## config.mk

```make
export PLATFORM = sky130hd
export DESIGN_NAME = fetch_queue_unit
export DESIGN_NICKNAME = d
export VERILOG_FILES = /design/src/rtl/rv32i_types_pkg.sv /design/src/rtl/fetch_queue_unit_fifo.sv /design/src/rtl/fetch_queue_unit.sv
export SDC_FILE = /design/constraint.sdc
export NUM_CORES = 1
export LEC_CHECK = 0
export CAP_MARGIN = 20
export CORE_MARGIN = 5
export CORE_UTILIZATION = 56
export CTS_CLUSTER_SIZE = 25
export DETAILED_ROUTE_END_ITERATION = 6
export PLACE_DENSITY_LB_ADDON = 0.15
export SETUP_SLACK_MARGIN = 0.3
export SLEW_MARGIN = 20
export SYNTH_ARGS = -nofsm -noshare
export SYNTH_HDL_FRONTEND = slang
export SYNTH_SLANG_ARGS = --single-unit
```

## constraint.sdc

```tcl
create_clock -name clk -period 3.09 [get_ports clk]
set_clock_uncertainty 0.2 [all_clocks]
set_input_delay 0.927 -clock clk [delete_from_list [all_inputs] [get_ports clk]]
set_output_delay 0.927 -clock clk [all_outputs]
set_load 0.1 [all_outputs]
```

## src/rtl/rv32i_types_pkg.sv

```systemverilog
// Shared rv32i front-end types: fetch FSM state and queue entry layout.
package rv32i_types;

  localparam int unsigned XLEN_DEF = 32;

  typedef enum logic [1:0] {
    IDLE = 2'd0,
    REQ  = 2'd1,
    DROP = 2'd2
  } fetch_state_t;

  typedef struct packed {
    logic [XLEN_DEF-1:0] pc;
    logic [XLEN_DEF-1:0] inst;
  } fetch_entry_t;

  function automatic int unsigned cnt_width(input int unsigned depth);
    return $clog2(depth) + 1;
  endfunction

endpackage

```

## src/rtl/fetch_queue_unit_fifo.sv

```systemverilog
// DEPTH-entry circular buffer of fetch entries with push, pop, flush and count.
module fetch_fifo
  import rv32i_types::*;
#(
  parameter int unsigned DEPTH   = 4,
  parameter type         entry_t = fetch_entry_t
) (
  input  logic                        clk,
  input  logic                        rst_n,
  input  logic                        i_flush,
  input  logic                        i_push,
  input  entry_t                      i_push_data,
  input  logic                        i_pop,
  output entry_t                      o_head,
  output logic [cnt_width(DEPTH)-1:0] o_count,
  output logic                        o_empty,
  output logic                        o_full
);

  localparam int unsigned PW = $clog2(DEPTH);
  localparam int unsigned CW = cnt_width(DEPTH);
  localparam logic [CW-1:0] FULL_CNT = CW'(DEPTH);

  entry_t          r_mem [DEPTH];
  logic [PW-1:0]   r_wr_ptr;
  logic [PW-1:0]   r_rd_ptr;
  logic [CW-1:0]   r_count;
  logic            w_do_push;
  logic            w_do_pop;

  assign o_empty   = (r_count == '0);
  assign o_full    = (r_count == FULL_CNT);
  assign w_do_push = i_push && !o_full;
  assign w_do_pop  = i_pop && !o_empty;
  assign o_head    = r_mem[r_rd_ptr];
  assign o_count   = r_count;

  always_ff @(posedge clk or negedge rst_n) begin
    if (!rst_n) begin
      r_wr_ptr <= '0;
      r_rd_ptr <= '0;
      r_count  <= '0;
      for (int unsigned i = 0; i < DEPTH; i++) begin
        r_mem[i] <= '0;
      end
    end else if (i_flush) begin
      r_wr_ptr <= '0;
      r_rd_ptr <= '0;
      r_count  <= '0;
    end else begin
      if (w_do_push) begin
        r_mem[r_wr_ptr] <= i_push_data;
        r_wr_ptr        <= r_wr_ptr + PW'(1);
      end
      if (w_do_pop) begin
        r_rd_ptr <= r_rd_ptr + PW'(1);
      end
      r_count <= r_count + CW'(w_do_push) - CW'(w_do_pop);
    end
  end

endmodule

```

## src/rtl/fetch_queue_unit.sv

```systemverilog
// Decoupled fetch front end: PC generator, one-outstanding I-cache FSM, instruction queue.
// Optional zero-latency bypass when the queue is empty: define FETCH_BYPASS_EN.
module fetch_queue_unit
  import rv32i_types::*;
#(
  parameter int unsigned     XLEN     = 32,
  parameter int unsigned     DEPTH    = 4,
  parameter logic [XLEN-1:0] RESET_PC = 32'h0000_0060
) (
  input  logic                   clk,
  input  logic                   rst,
  input  logic                   redirect,
  input  logic [XLEN-1:0]        redirect_pc,
  output logic                   inst_read,
  output logic [XLEN-1:0]        inst_addr,
  input  logic                   inst_resp,
  input  logic [XLEN-1:0]        inst_rdata,
  output logic                   deq_valid,
  input  logic                   deq_ready,
  output logic [XLEN-1:0]        deq_inst,
  output logic [XLEN-1:0]        deq_pc,
  output logic [$clog2(DEPTH):0] count
);

  localparam int unsigned CW = cnt_width(DEPTH);

  typedef struct packed {
    logic [XLEN-1:0] pc;
    logic [XLEN-1:0] inst;
  } entry_t;

  fetch_state_t    r_state;
  logic [XLEN-1:0] r_fetch_pc;
  logic [XLEN-1:0] r_inst_addr;
  logic            r_inst_read;

  entry_t          w_head;
  entry_t          w_push_data;
  logic [CW-1:0]   w_count;
  logic            w_empty;
  logic            w_full;
  logic            w_push;
  logic            w_pop;
  logic            w_resp_live;

  // A response is only useful if it answers the live path and no redirect kills it now.
  assign w_resp_live = (r_state == REQ) && inst_resp && !redirect;
  assign w_push_data = {r_fetch_pc, inst_rdata};
  assign w_pop       = deq_ready && !w_empty && !redirect;

`ifdef FETCH_BYPASS_EN
  logic w_bypass;
  assign w_bypass = w_resp_live && w_empty;
  assign w_push   = w_resp_live && !(w_bypass && deq_ready);

  always_comb begin
    deq_valid = !w_empty;
    deq_inst  = w_head.inst;
    deq_pc    = w_head.pc;
    if (w_bypass) begin
      deq_valid = 1'b1;
      deq_inst  = inst_rdata;
      deq_pc    = r_fetch_pc;
    end
  end
`else
  assign w_push    = w_resp_live;
  assign deq_valid = !w_empty;
  assign deq_inst  = w_head.inst;
  assign deq_pc    = w_head.pc;
`endif

  fetch_fifo #(
    .DEPTH   (DEPTH),
    .entry_t (entry_t)
  ) u_fifo (
    .clk         (clk),
    .rst_n       (rst),
    .i_flush     (redirect),
    .i_push      (w_push),
    .i_push_data (w_push_data),
    .i_pop       (w_pop),
    .o_head      (w_head),
    .o_count     (w_count),
    .o_empty     (w_empty),
    .o_full      (w_full)
  );

  // Request address is latched at issue so a redirect in flight cannot disturb it.
  always_ff @(posedge clk or negedge rst) begin
    if (!rst) begin
      r_state     <= IDLE;
      r_fetch_pc  <= RESET_PC;
      r_inst_addr <= RESET_PC;
      r_inst_read <= 1'b0;
    end else begin
      case (r_state)
        IDLE: begin
          if (redirect) begin
            r_fetch_pc <= redirect_pc;
          end else if (!w_full) begin
            r_state     <= REQ;
            r_inst_read <= 1'b1;
            r_inst_addr <= r_fetch_pc;
          end
        end
        REQ: begin
          if (redirect) begin
            r_fetch_pc <= redirect_pc;
            if (inst_resp) begin
              r_state     <= IDLE;
              r_inst_read <= 1'b0;
            end else begin
              r_state <= DROP;
            end
          end else if (inst_resp) begin
            r_fetch_pc  <= r_fetch_pc + XLEN'(4);
            r_state     <= IDLE;
            r_inst_read <= 1'b0;
          end
        end
        DROP: begin
          if (redirect) begin
            r_fetch_pc <= redirect_pc;
          end
          if (inst_resp) begin
            r_state     <= IDLE;
            r_inst_read <= 1'b0;
          end
        end
        default: begin
          r_state     <= IDLE;
          r_inst_read <= 1'b0;
        end
      endcase
    end
  end

  assign inst_read = r_inst_read;
  assign inst_addr = r_inst_addr;
  assign count     = w_count;

endmodule

```

Word-level counts from Yosys, hierarchy flattened
Cells that the tools add are included.
Storage, ports and cells
  logic and storage cells: 82
  output and inout port bits: 101
  bits in registers: 330
  input bits: 69
Cells by class
  bitwise operators: 4
  reduce and logical (&&, ||, !) cells: 22
  mux-type cells: 25
  eq/ne operators: 8
  order comparisons: 3
  $add $sub $neg: 5
Operators by type and width (number)
  $bwmux 256: 1
  $mux 64: 3
  $bmux 64 s2: 1
  $demux 64 s2: 1
  $mux 32: 3
  $pmux 32 s2: 1
  $add 32x3->32 const B: 1
  $mux 2: 9
  $reduce_and 3->1: 3
  $logic_and 1x1->1: 7
  $ge 3x3->1 const B: 2
  $not 2->3: 2
  $pmux 2 s3: 1
  $reduce_bool 2->1: 3
  $add 2x1->2 const B: 2
  $ne 2x1->1 const B: 2
  $ne 2x2->1 const B: 2
  $reduce_and 2->1: 2
  $reduce_or 2->1: 2
  $add 3x1->3: 1
  $eq 3x3->1 const B: 1
  $logic_not 1->1: 3
  $logic_not 3->1: 1
  $lt 3x1->1 const B: 1
  9 further kinds: 12

Longest topological paths before layout
Gate-level depths: netlist of the first run.
  depth after elaboration: 7
  gate-level depth with buffers: 11
  depth with buffers taken out: 11

By module
A second synthesis of the first run with hierarchy kept.
Unflattened totals
  cell total of the unflattened synthesis: 1001
  area, all modules: 16136.7 um2
By module, submodules not included
  fetch_fifo: cells each 666, seq. area each 6581.3 um2, times used 1, area an instance 12734.7 um2
  fetch_queue_unit: cells each 335, seq. area each 1681.6 um2, times used 1, area an instance 3402.0 um2

Worst setup path before layout of the first run
OpenSTA, ideal clock, no wires.
  kind: register -> register
  start point: register u_fifo.r_count[1], in the netlist u_fifo.o_count[1]
  end point: register u_fifo.r_count[2], in the netlist u_fifo.o_count[2]
  setup time: 0.132 ns
  arrival time: 3.303 ns
  buffers on the path: 0
  stages on the path, launching flop included: 12
  slack: -0.545 ns
  clock period less this slack: 3.635 ns
  required time: 2.758 ns
  cell sequence: dfrtp_1 or3_1 nand2_1 nor2_1 ha_1 inv_1 ha_1 inv_1 fa_1 xor2_1 xnor2_1 nor2_1
On the way
  word-level cells in the longest chain between the ends: 7
  elaborated cells between the ends (all ways): 11
  classes of those cells: add/sub: 2; eq/ne: 1; mux: 1; reduce/logical: 7
RTL lines
  from (decl): RTL line fetch_queue_unit_fifo.sv:27  | logic [CW-1:0] r_count;
  from (signal assigned): RTL line fetch_queue_unit_fifo.sv:58  | r_count <= r_count + CW'(w_do_push) - CW'(w_do_pop);
  $logic_not 3->1 (*): RTL line fetch_queue_unit_fifo.sv:31  | assign o_empty = (r_count == '0);
  $logic_not 1->1 (*)
  named net deq_valid: RTL line fetch_queue_unit.sv:18  | output logic deq_valid,
  $logic_and 1x1->1 (2 in series): RTL line fetch_queue_unit.sv:49  | assign w_pop = deq_ready && !w_empty && !redirect;
  $logic_and 1x1->1 (*): RTL line fetch_queue_unit_fifo.sv:34  | assign w_do_pop = i_pop && !o_empty;
  $sub 3x1->3 (*): RTL line fetch_queue_unit_fifo.sv:58
  $mux 3 (*): RTL line fetch_queue_unit_fifo.sv:46  | end else if (i_flush) begin
Mark *: on every way through the listed nets, which the timed path passes. The rest lies on a longest branch.
A chain may end at the register's enable or synchronous reset.

Worst setup path in the final report of the first run
  start point: register u_fifo.r_rd_ptr[0]
  end point: output deq_pc[11]
On the way
  word-level cells in the longest chain between the ends: 4
RTL lines
  from (decl): RTL line fetch_queue_unit_fifo.sv:26  | logic [PW-1:0] r_rd_ptr;
  from (signal assigned): RTL line fetch_queue_unit_fifo.sv:56  | r_rd_ptr <= r_rd_ptr + PW'(1);
  $not 2->3 (implied by the code): RTL line fetch_queue_unit_fifo.sv:35  | assign o_head = r_mem[r_rd_ptr];
  $bmux 64 s2: RTL line fetch_queue_unit_fifo.sv:35
  $mux 64 (implied by the code) (2 in series): RTL line fetch_queue_unit_fifo.sv:35
  to (decl): RTL line fetch_queue_unit.sv:21  | output logic [XLEN-1:0] deq_pc,
Every way passes these cells. The select of a mux whose other input is x is not followed.

==> metrics.md, run 1 <==
| Metric | Value |
|---|---|
| Worst Hold Class | in -> async |
| Die width | 173 um |
| Top-count cell post-synth | dfrtp_1 |
| R2R cell count | 11 |
| Max-Slew Margin vs Limit | 64.3% |
| Crit path max fanout | 8 |
| Die Y | 173 um |
| CTS tree | done |
| Syn Area/Cell | 14.6 um2 |
| DR iter-0 viols | 634 |
| FILL cells | 1592 |
| H-tree Lvls | 2 |
| DRC | 0 |
| Violated checks | negative setup slack |
| Fraction of layout cells with a size suffix above 1 | 49.2% |
| Post-synth top area share | 54.5% |
| Syn Inst Count | 1026 |
| Multi-input logic area | 0.00633 mm2 |
| # hold bufs at CTS | 0 |
| Placed insts | 1502 |
| Kind of critical path | reg -> out |
| Period utilization | 103% |
| Unrepaired setup endpoints after global routing | yes |
| Reg-to-reg endpoint | u_fifo.o_count[2] |
| Arr. time, crit path | 2.04 ns |
| Slew at the pin with the worst max-slew slack | 0.531 ns |
| Ports | 170 |
| Vias per cell | 6.06 |
| Number of global-route vias before repair | 10400 |
| Synth area leader | dfrtp_1 |
| Initial antenna violation count | 0 |
| FP Rows | 59 |
| Register area | 0.00828 mm2 |
| Root Buffer | clkbuf_16 |
| Worst reg2reg startpoint | u_fifo.o_count[0] |
| Area Growth Syn to Fin | 30.0% |
| Number of synthesized register bits | 330 |
| Core ar. | 0.0262 mm2 |
| Layout Utilization | 74.2% |
| Ys async rst share | 100% |
| Fmax | 316 MHz |
| CP startpoint kind | register |
| Synth top cells by count | 326 x dfrtp_1, 290 x mux2_2, 64 x mux4_2 |
| Detailed Place HPWL | 22900 um |
| Maxcap violations | 0 |
| Worst Path Required | 1.96 ns |
| Synth Warn # | 0 |
| Top cells by area, synth | dfrtp_1 55%, mux2_2 22%, mux4_2 9.6%, buf_2 1.1%, clkbuf_1 1.1% |
| IO buf count | 169 |
| Register area share after synthesis | 55.2% |
| N_diodes | 0 |
| Worst-Skew Late Latency | 0.50 ns |
| Placer Congestion | 0.807 |
| Pre-CTS setup slack | -0.0196 ns |
| Final critical-path required period | 3.17 ns |
| CTS buffer count | 36 |
| Final Hold Fails | 0 |
| Global-route wire length before repair | 58700 um |
| Library cells used by synthesis | 58 |
| Antenna-violating nets left | 0 |
| Worst Setup End Kind | output port |
| Finished Layout Cells | 1578 |
| # setup viols final | 64 |
| Worst reg2reg setup slack | 0.57 ns |
| Outcome | finished with violations |
| EDFF count, synth | 0 |
| Clock sinks | 330 |
| Tot GR Track Use | 24.2% |
| Routed vias | 9563 |
| Routed WL per cell | 22.8 um |
| Net count, final | 1299 |
| CTS Buffer Depth | 3 |
| Mapped Nets | 1107 |
| Largest net degree at the start of global routing | 55 |
| Routed wire length | 36000 um |
| Die area | 0.0301 mm2 |
| Cell Area, Synth | 0.0150 mm2 |
| Main synth FF type | dfrtp_1 |
| Reg clk slew, reported paths | 0.06 ns |
| Starting Density | 57.1% |
| Post-route setup TNS | -3.06 ns |
| Setup slack after layout | -0.0778 ns |
| Grt total ovfl | 0 |
| First-pass DRT Iterations | 6 |
| Slew Limit Fails | 0 |
-- cell type report --
cell class / count / area share [%]
clock buffer: 57 / 5.71
timing repair buffer: 242 / 16.7
inverter: 10 / 0.193
sequential: 330 / 42.6
clock inverter: 6 / 0.167
multi-input combinational: 598 / 32.5
tap: 335 / 2.15
-- cells by family (layout without fill, tap and decap cells) --
group	count (synthesis)	in the layout	share of synthesized area, %
and+or+nand+nor	137	137	5.07
AOI/OAI and AO/OA	90	90	4.07
muxes	355	355	31.5
xor gates and xnor gates	4	4	0.234
adders and majority gates	12	12	1.05
DFF	330	330	55.2
buffers and inverters	98	315	2.81
-- cells in the final DEF, fill, tap and decap left out, types with 3 or more instances in the layout --
cell type / count
dfstp_2: 4
a211oi_1: 7
o22ai_1: 6
mux2_2: 290
clkinv_2: 5
nand3_1: 13
a32oi_1: 3
buf_12: 84
mux4_2: 64
nand2_4: 4
clkbuf_16: 39
a2bb2oi_1: 5
o21ai_0: 17
nand4_1: 9
clkbuf_8: 11
nand2_1: 24
buf_16: 8
xor2_1: 3
inv_1: 10
clkbuf_1: 9
and4_1: 3
clkdlybuf4s50_1: 67
nor3_1: 8
and3_1: 8
dfrtp_4: 4
a31oi_1: 3
buf_4: 78
nor2_1: 21
a21oi_1: 19
o21bai_1: 10
ha_1: 11
dfrtp_1: 321
a311oi_1: 9
nor4_1: 21
-- what timing repair did --
item	CTS	global route
endpoints found under the setup margin	64	66
gates cloned	6	2
endpoints found under the hold margin	0	0
resized for setup	8	2
buffers inserted	5	0
-- worst max-delay path by stage --
| stage | endpoint | cells after the start | slack (ns) | startpoint |
|---|---|---|---|---|
| after floorplan | u_fifo.o_count[2] | 11 | 0.26 | u_fifo.o_count[0] |
| after global placement | r_fetch_pc[23] | 6 | 0.005 | redirect |
| after detailed placement | r_fetch_pc[23] | 6 | -0.02 | redirect |
| after CTS | deq_pc[11] | 4 | -0.09 | u_fifo.r_rd_ptr[0] |
| after global routing | deq_pc[13] | 4 | -0.13 | u_fifo.r_rd_ptr[0] |
| final | deq_pc[11] | 4 | -0.08 | u_fifo.r_rd_ptr[0] |
-- registers in the layout, indices dropped and copies added (netlist names) --
| signal | count |
|---|---|
| u_fifo.r_wr_ptr | 2 |
| r_fetch_pc | 32 |
| u_fifo.o_count | 3 |
| inst_addr | 32 |
| u_fifo.r_mem | 256 |
| r_state | 2 |
| inst_read | 1 |
| u_fifo.r_rd_ptr | 2 |
-- worst max-delay path, cell delays in order, from the launching register on --
cell and delay [ns]:
dfrtp_4 0.45, buf_12 0.16, buf_16 0.18, mux4_2 0.55, buf_12 0.19
-- stage by stage --
| step | hold WS (ns) | area [um2] |
|---|---|---|
| 2_1_floorplan | 0.274 | 15000 |
| 6_report | 0.163 | 19500 |
| 3_5_place_dp | 0.288 | 18000 |
| 4_1_cts | 0.160 | 19400 |
| 5_1_grt | 0.169 | 19500 |
| 3_3_place_gp | 0.281 | 18000 |
-- layer usage --
layer,vias to the layer above,wire length [um],global-route usage [%]
met1,4996,15500,33.9
met3,56,1870,4.56
met4,0,696,5.82
met2,274,17900,39.8
met5,-,0,0
li1,4237,-,-
Power of run 1 is not shown: default switching activity piles up to over one toggle a cycle in this logic, so the estimate is an artifact.
==> run 2: changes to the inputs <==
--- a/config.mk
+++ b/config.mk
@@ -6,8 +6,10 @@
 export NUM_CORES = 1
 export LEC_CHECK = 0
 export CAP_MARGIN = 20
+export CELL_PAD_IN_SITES_DETAIL_PLACEMENT = 1
+export CELL_PAD_IN_SITES_GLOBAL_PLACEMENT = 1
 export CORE_MARGIN = 5
-export CORE_UTILIZATION = 56
+export CORE_UTILIZATION = 51
 export CTS_CLUSTER_SIZE = 25
 export DETAILED_ROUTE_END_ITERATION = 6
 export PLACE_DENSITY_LB_ADDON = 0.15
@@ -16,3 +18,4 @@
 export SYNTH_ARGS = -nofsm -noshare
 export SYNTH_HDL_FRONTEND = slang
 export SYNTH_SLANG_ARGS = --single-unit
+export TNS_END_PERCENT = 50
==> constraint.sdc (replaced) <==
create_clock -name clk -period 3.95 [get_ports clk]
set_clock_uncertainty 0.2 [all_clocks]
set_input_delay 1.185 -clock clk [delete_from_list [all_inputs] [get_ports clk]]
set_output_delay 1.185 -clock clk [all_outputs]
set_load 0.1 [all_outputs]
==> metrics.md, run 2 (same netlist as run 1, synthesis figures left out) <==
| Metric | Value |
|---|---|
| Hold path cells | 1 |
| Die width | 181 um |
| Clock sinks | 330 |
| Post-CTS setup buffer count | 5 |
| Number of global-route vias before repair | 10900 |
| Final Hold Fails | 0 |
| Crit path max fanout | 26 |
| Net count, final | 1276 |
| Die Y | 181 um |
| Commonest non-fill, non-tap cell in the layout | dfrtp_1 |
| Worst Path Required | 2.56 ns |
| H-tree Lvls | 2 |
| Outcome | complete, no violations |
| Detailed Place HPWL | 25300 um |
| Register area | 0.00827 mm2 |
| CTS buffer count | 37 |
| FILL cells | 2578 |
| Routed wire length | 39200 um |
| Unrepaired setup endpoints after global routing | no |
| CTS Buffer Depth | 3 |
| Slew Limit Fails | 0 |
| Area Growth Syn to Fin | 26.9% |
| Maxcap violations | 0 |
| # hold bufs at CTS | 0 |
| CTS tree | done |
| Ports | 170 |
| Placer Congestion | 0.778 |
| # setup viols final | 0 |
| Commonest non-fill, non-tap cells in the layout | 324 x dfrtp_1, 290 x mux2_2, 77 x buf_4 |
| Fraction of layout cells with a size suffix above 1 | 47.4% |
| Post-route setup TNS | 0 ns |
| Routed vias | 9527 |
| Vias per cell | 5.95 |
| Period utilization | 90.9% |
| Kind of critical path | reg -> out |
| R2R cell count | 11 |
| Antenna-violating nets left | 0 |
| Starting Density | 51.8% |
| Worst Setup End Kind | output port |
| Worst-Skew Late Latency | 0.50 ns |
| Grt total ovfl | 0 |
| Fmax | 278 MHz |
| Die area | 0.0329 mm2 |
| Number of gates resized after cts | 0 |
| Global-route wire length before repair | 63700 um |
| Root Buffer | clkbuf_16 |
| Arr. time, crit path | 2.21 ns |
| Slew at the pin with the worst max-slew slack | 0.762 ns |
| FP Rows | 62 |
| Initial antenna violation count | 1 |
| Max-Slew Margin vs Limit | 49.2% |
| Multi-input logic area | 0.00631 mm2 |
| Final critical-path required period | 3.59 ns |
| Reg clk slew, reported paths | 0.06 ns |
| DRC | 0 |
| Largest net degree at the start of global routing | 92 |
| Routed WL per cell | 24.4 um |
| DR iter-0 viols | 531 |
| CP startpoint kind | register |
| First-pass DRT Iterations | 4 |
| Top reg by flops | u_fifo.r_mem |
| Tot GR Track Use | 24.1% |
| Max FFs per register | 256 |
| Core ar. | 0.0289 mm2 |
| Worst Hold Class | reg -> reg |
| IO buf count | 169 |
-- run 2: cell types whose count changed in the layout (fill, tap and decap cells not counted), moves of 3 or more --
| cell | before | now |
|---|---|---|
| buf_12 | 84 | 73 |
| bufinv_16 | 0 | 3 |
| dfrtp_1 | 321 | 324 |
| buf_16 | 8 | 0 |
| clkbuf_8 | 11 | 6 |
-- run 2: layout make-up --
cell class / instances / area share, %
clock buffer: 54 / 5.53
clock inverter: 7 / 0.580
sequential: 330 / 43.5
timing repair buffer: 218 / 14.3
tap: 384 / 2.53
inverter: 10 / 0.198
multi-input combinational: 598 / 33.3
antenna: 1 / 0.0132
-- run 2: worst paths after layout --
| kind | slack (ns) | endpoint | from |
|---|---|---|---|
| max | 0.36 | deq_inst[21] | u_fifo.r_rd_ptr[1] |
| min | 0.30 | u_fifo.r_mem[123] | u_fifo.r_mem[123] |
| max reg2reg | 1.20 | u_fifo.o_count[2] | u_fifo.o_count[1] |
| min reg2reg | 0.30 | u_fifo.r_mem[123] | u_fifo.r_mem[123] |
| max in group asynchronous | 2.16 | inst_addr[16] | rst |
| min in group asynchronous | 0.49 | u_fifo.r_mem[201] | rst |
-- run 2: critical path: stages, from the launching register on --
cell	delay, ns
dfrtp_4	0.75
buf_4	0.35
mux4_2	0.40
buf_12	0.19
-- run 2: per-layer routing --
metal  share of wire, %  wire, um  global-route usage, %  up-vias
li1                   -         -                      -     4180
met2                 53     20800                   42.9      218
met4                2.0       784                   5.79        0
met1                 41     16000                   31.3     5075
met3                3.8      1490                   3.50       54
met5                  0         0                      0        -
-- run 2: per-stage QoR --
step | cells | area [um2] | hold WS [ns] | worst slack [ns] | util (%)
CTS | 1601 | 19000 | 0.302 | 0.323 | 65.8
global placement | 1535 | 17800 | 0.281 | 0.569 | 61.7
floorplan | 1026 | 15000 | 0.274 | 0.315 | -
global route | 1602 | 19000 | 0.314 | 0.330 | 65.8
detailed placement | 1535 | 17800 | 0.291 | 0.411 | 61.7
finish | 1602 | 19000 | 0.300 | 0.358 | 65.8
Power of run 2 is left out for the same reason.
==> run 3: changes to the inputs <==
--- a/config.mk
+++ b/config.mk
@@ -13,6 +13,7 @@
 export CTS_CLUSTER_SIZE = 25
 export DETAILED_ROUTE_END_ITERATION = 6
 export PLACE_DENSITY_LB_ADDON = 0.15
+export REMOVE_ABC_BUFFERS = 1
 export SETUP_SLACK_MARGIN = 0.3
 export SLEW_MARGIN = 20
 export SYNTH_ARGS = -nofsm -noshare
==> metrics.md, run 3 (same netlist as run 1, synthesis figures left out) <==
| Metric | Value |
|---|---|
| # setup viols final | 0 |
| Kind of critical path | reg -> out |
| Worst reg2reg setup slack | 1.26 ns |
| Commonest non-fill, non-tap cells in the layout | 324 x dfrtp_1, 290 x mux2_2, 80 x buf_4 |
| # hold bufs at CTS | 0 |
| Reg clk slew, reported paths | 0.06 ns |
| Grt total ovfl | 0 |
| N_diodes | 0 |
| Routed wire length | 37200 um |
| CP startpoint kind | register |
| Worst-Skew Late Latency | 0.52 ns |
| DRC | 0 |
| DR iter-0 viols | 370 |
| Slew at the pin with the worst max-slew slack | 0.755 ns |
| Number of gates resized after cts | 0 |
| Area Growth Syn to Fin | 25.1% |
| Routed vias | 9392 |
| FILL cells | 2643 |
| Worst path max stage delay | 0.77 ns |
| Outcome | complete, no violations |
| Net count, final | 1261 |
| Final critical-path required period | 3.61 ns |
| First-pass DRT Iterations | 4 |
| Die Y | 181 um |
| Max-Slew Margin vs Limit | 49.7% |
| Tot GR Track Use | 22.9% |
| Core ar. | 0.0289 mm2 |
| Unrepaired setup endpoints after global routing | no |
| Worst Setup End Kind | output port |
| IO buf count | 169 |
| FP Rows | 62 |
| Max FFs per register | 256 |
| Clock sinks | 330 |
| Finished Layout Cells | 1592 |
| Root Buffer | clkbuf_16 |
| Hold_sp | u_fifo.r_mem[84] |
| Final Hold Fails | 0 |
| Vias per cell | 5.90 |
| CP bufs+invs | 2 |
| Number of global-route vias before repair | 10600 |
| Hold WS | 0.300 ns |
| Antenna-violating nets left | 0 |
| CTS buffer count | 37 |
| Routed WL per cell | 23.3 um |
| Crit path max fanout | 27 |
| Worst Path Required | 2.56 ns |
| Detailed Place HPWL | 23800 um |
| Period utilization | 91.3% |
| Ports | 170 |
| Worst path slowest cell | dfrtp_4 |
| Fraction of layout cells with a size suffix above 1 | 46.9% |
| Crit. Startpoint | u_fifo.r_rd_ptr[1] |
| Commonest non-fill, non-tap cell in the layout | dfrtp_1 |
| Slew Limit Fails | 0 |
| Worst Hold Class | reg -> reg |
| Post-CTS setup buffer count | 2 |
| Global-route wire length before repair | 60700 um |
| Layout Utilization | 64.9% |
| H-tree Lvls | 2 |
| Die area | 0.0329 mm2 |
| Initial antenna violation count | 0 |
| Placer Congestion | 0.820 |
| Worst reg2reg startpoint | r_fetch_pc[3] |
| Top reg by flops | u_fifo.r_mem |
| Die width | 181 um |
| Maxcap violations | 0 |
| Placed insts | 1523 |
| Largest delay share family, worst path | flip-flops |
| Starting Density | 51.8% |
| Arr. time, crit path | 2.22 ns |
| CTS Buffer Depth | 3 |
| CTS tree | done |
| Cell Chain, Critical Path | buf_4 -> mux4_2 -> buf_12 |
| Fmax | 277 MHz |
| Largest net degree at the start of global routing | 89 |
## run 3: cell count changes in the layout (fill, tap and decap cells not counted), sizes merged
| cell | delta |
|---|---|
| buf | -15 |
| clkbuf | +3 |
| clkinv | +2 |
| diode | -1 |
| inv | +1 |
## run 3: worst reg2reg max path: cells and delay by family (launching register included)
kind	cells	cell delay, ns
AND/OR/NAND/NOR	4	1.51
flip-flops	1	0.55
adder cells (fa/ha/maj)	1	0.30
## run 3: metrics by stage
stage               setup TNS, ns  instance area, um2  setup slack, ns
detailed placement              0               17500            0.328
global route                    0               18700            0.301
global placement                0               17500            0.427
floorplan                  -85.45               14600           -0.964
finish                          0               18700            0.342
CTS                             0               18700            0.333
## run 3: worst paths after layout
check | to | depth (start not counted)
worst min register to register | u_fifo.r_mem[84] | 1
worst min-delay path | u_fifo.r_mem[84] | 1
worst max register to register | r_fetch_pc[30] | 5
worst max-delay path | deq_inst[25] | 3
max in group asynchronous | inst_addr[6] | 2
min in group asynchronous | u_fifo.r_mem[200] | 1
## run 3: area by class of cell
type | instances | area (um2) | area share, %
multi-input cells | 598 | 6310 | 33.7
clock inverters | 10 | 133 | 0.709
flip-flops and latches | 330 | 8270 | 44.2
inverters | 10 | 37.5 | 0.201
well taps | 384 | 480 | 2.57
clock buffers | 57 | 1090 | 5.84
repair buffers | 203 | 2390 | 12.8
## run 3: routing by layer
metal,track usage [%],part of all wire [%]
met5,0,0
met3,3.86,3.9
met4,4.53,1.4
met2,39.0,51
met1,31.5,44
Power of run 3 is left out for the same reason.
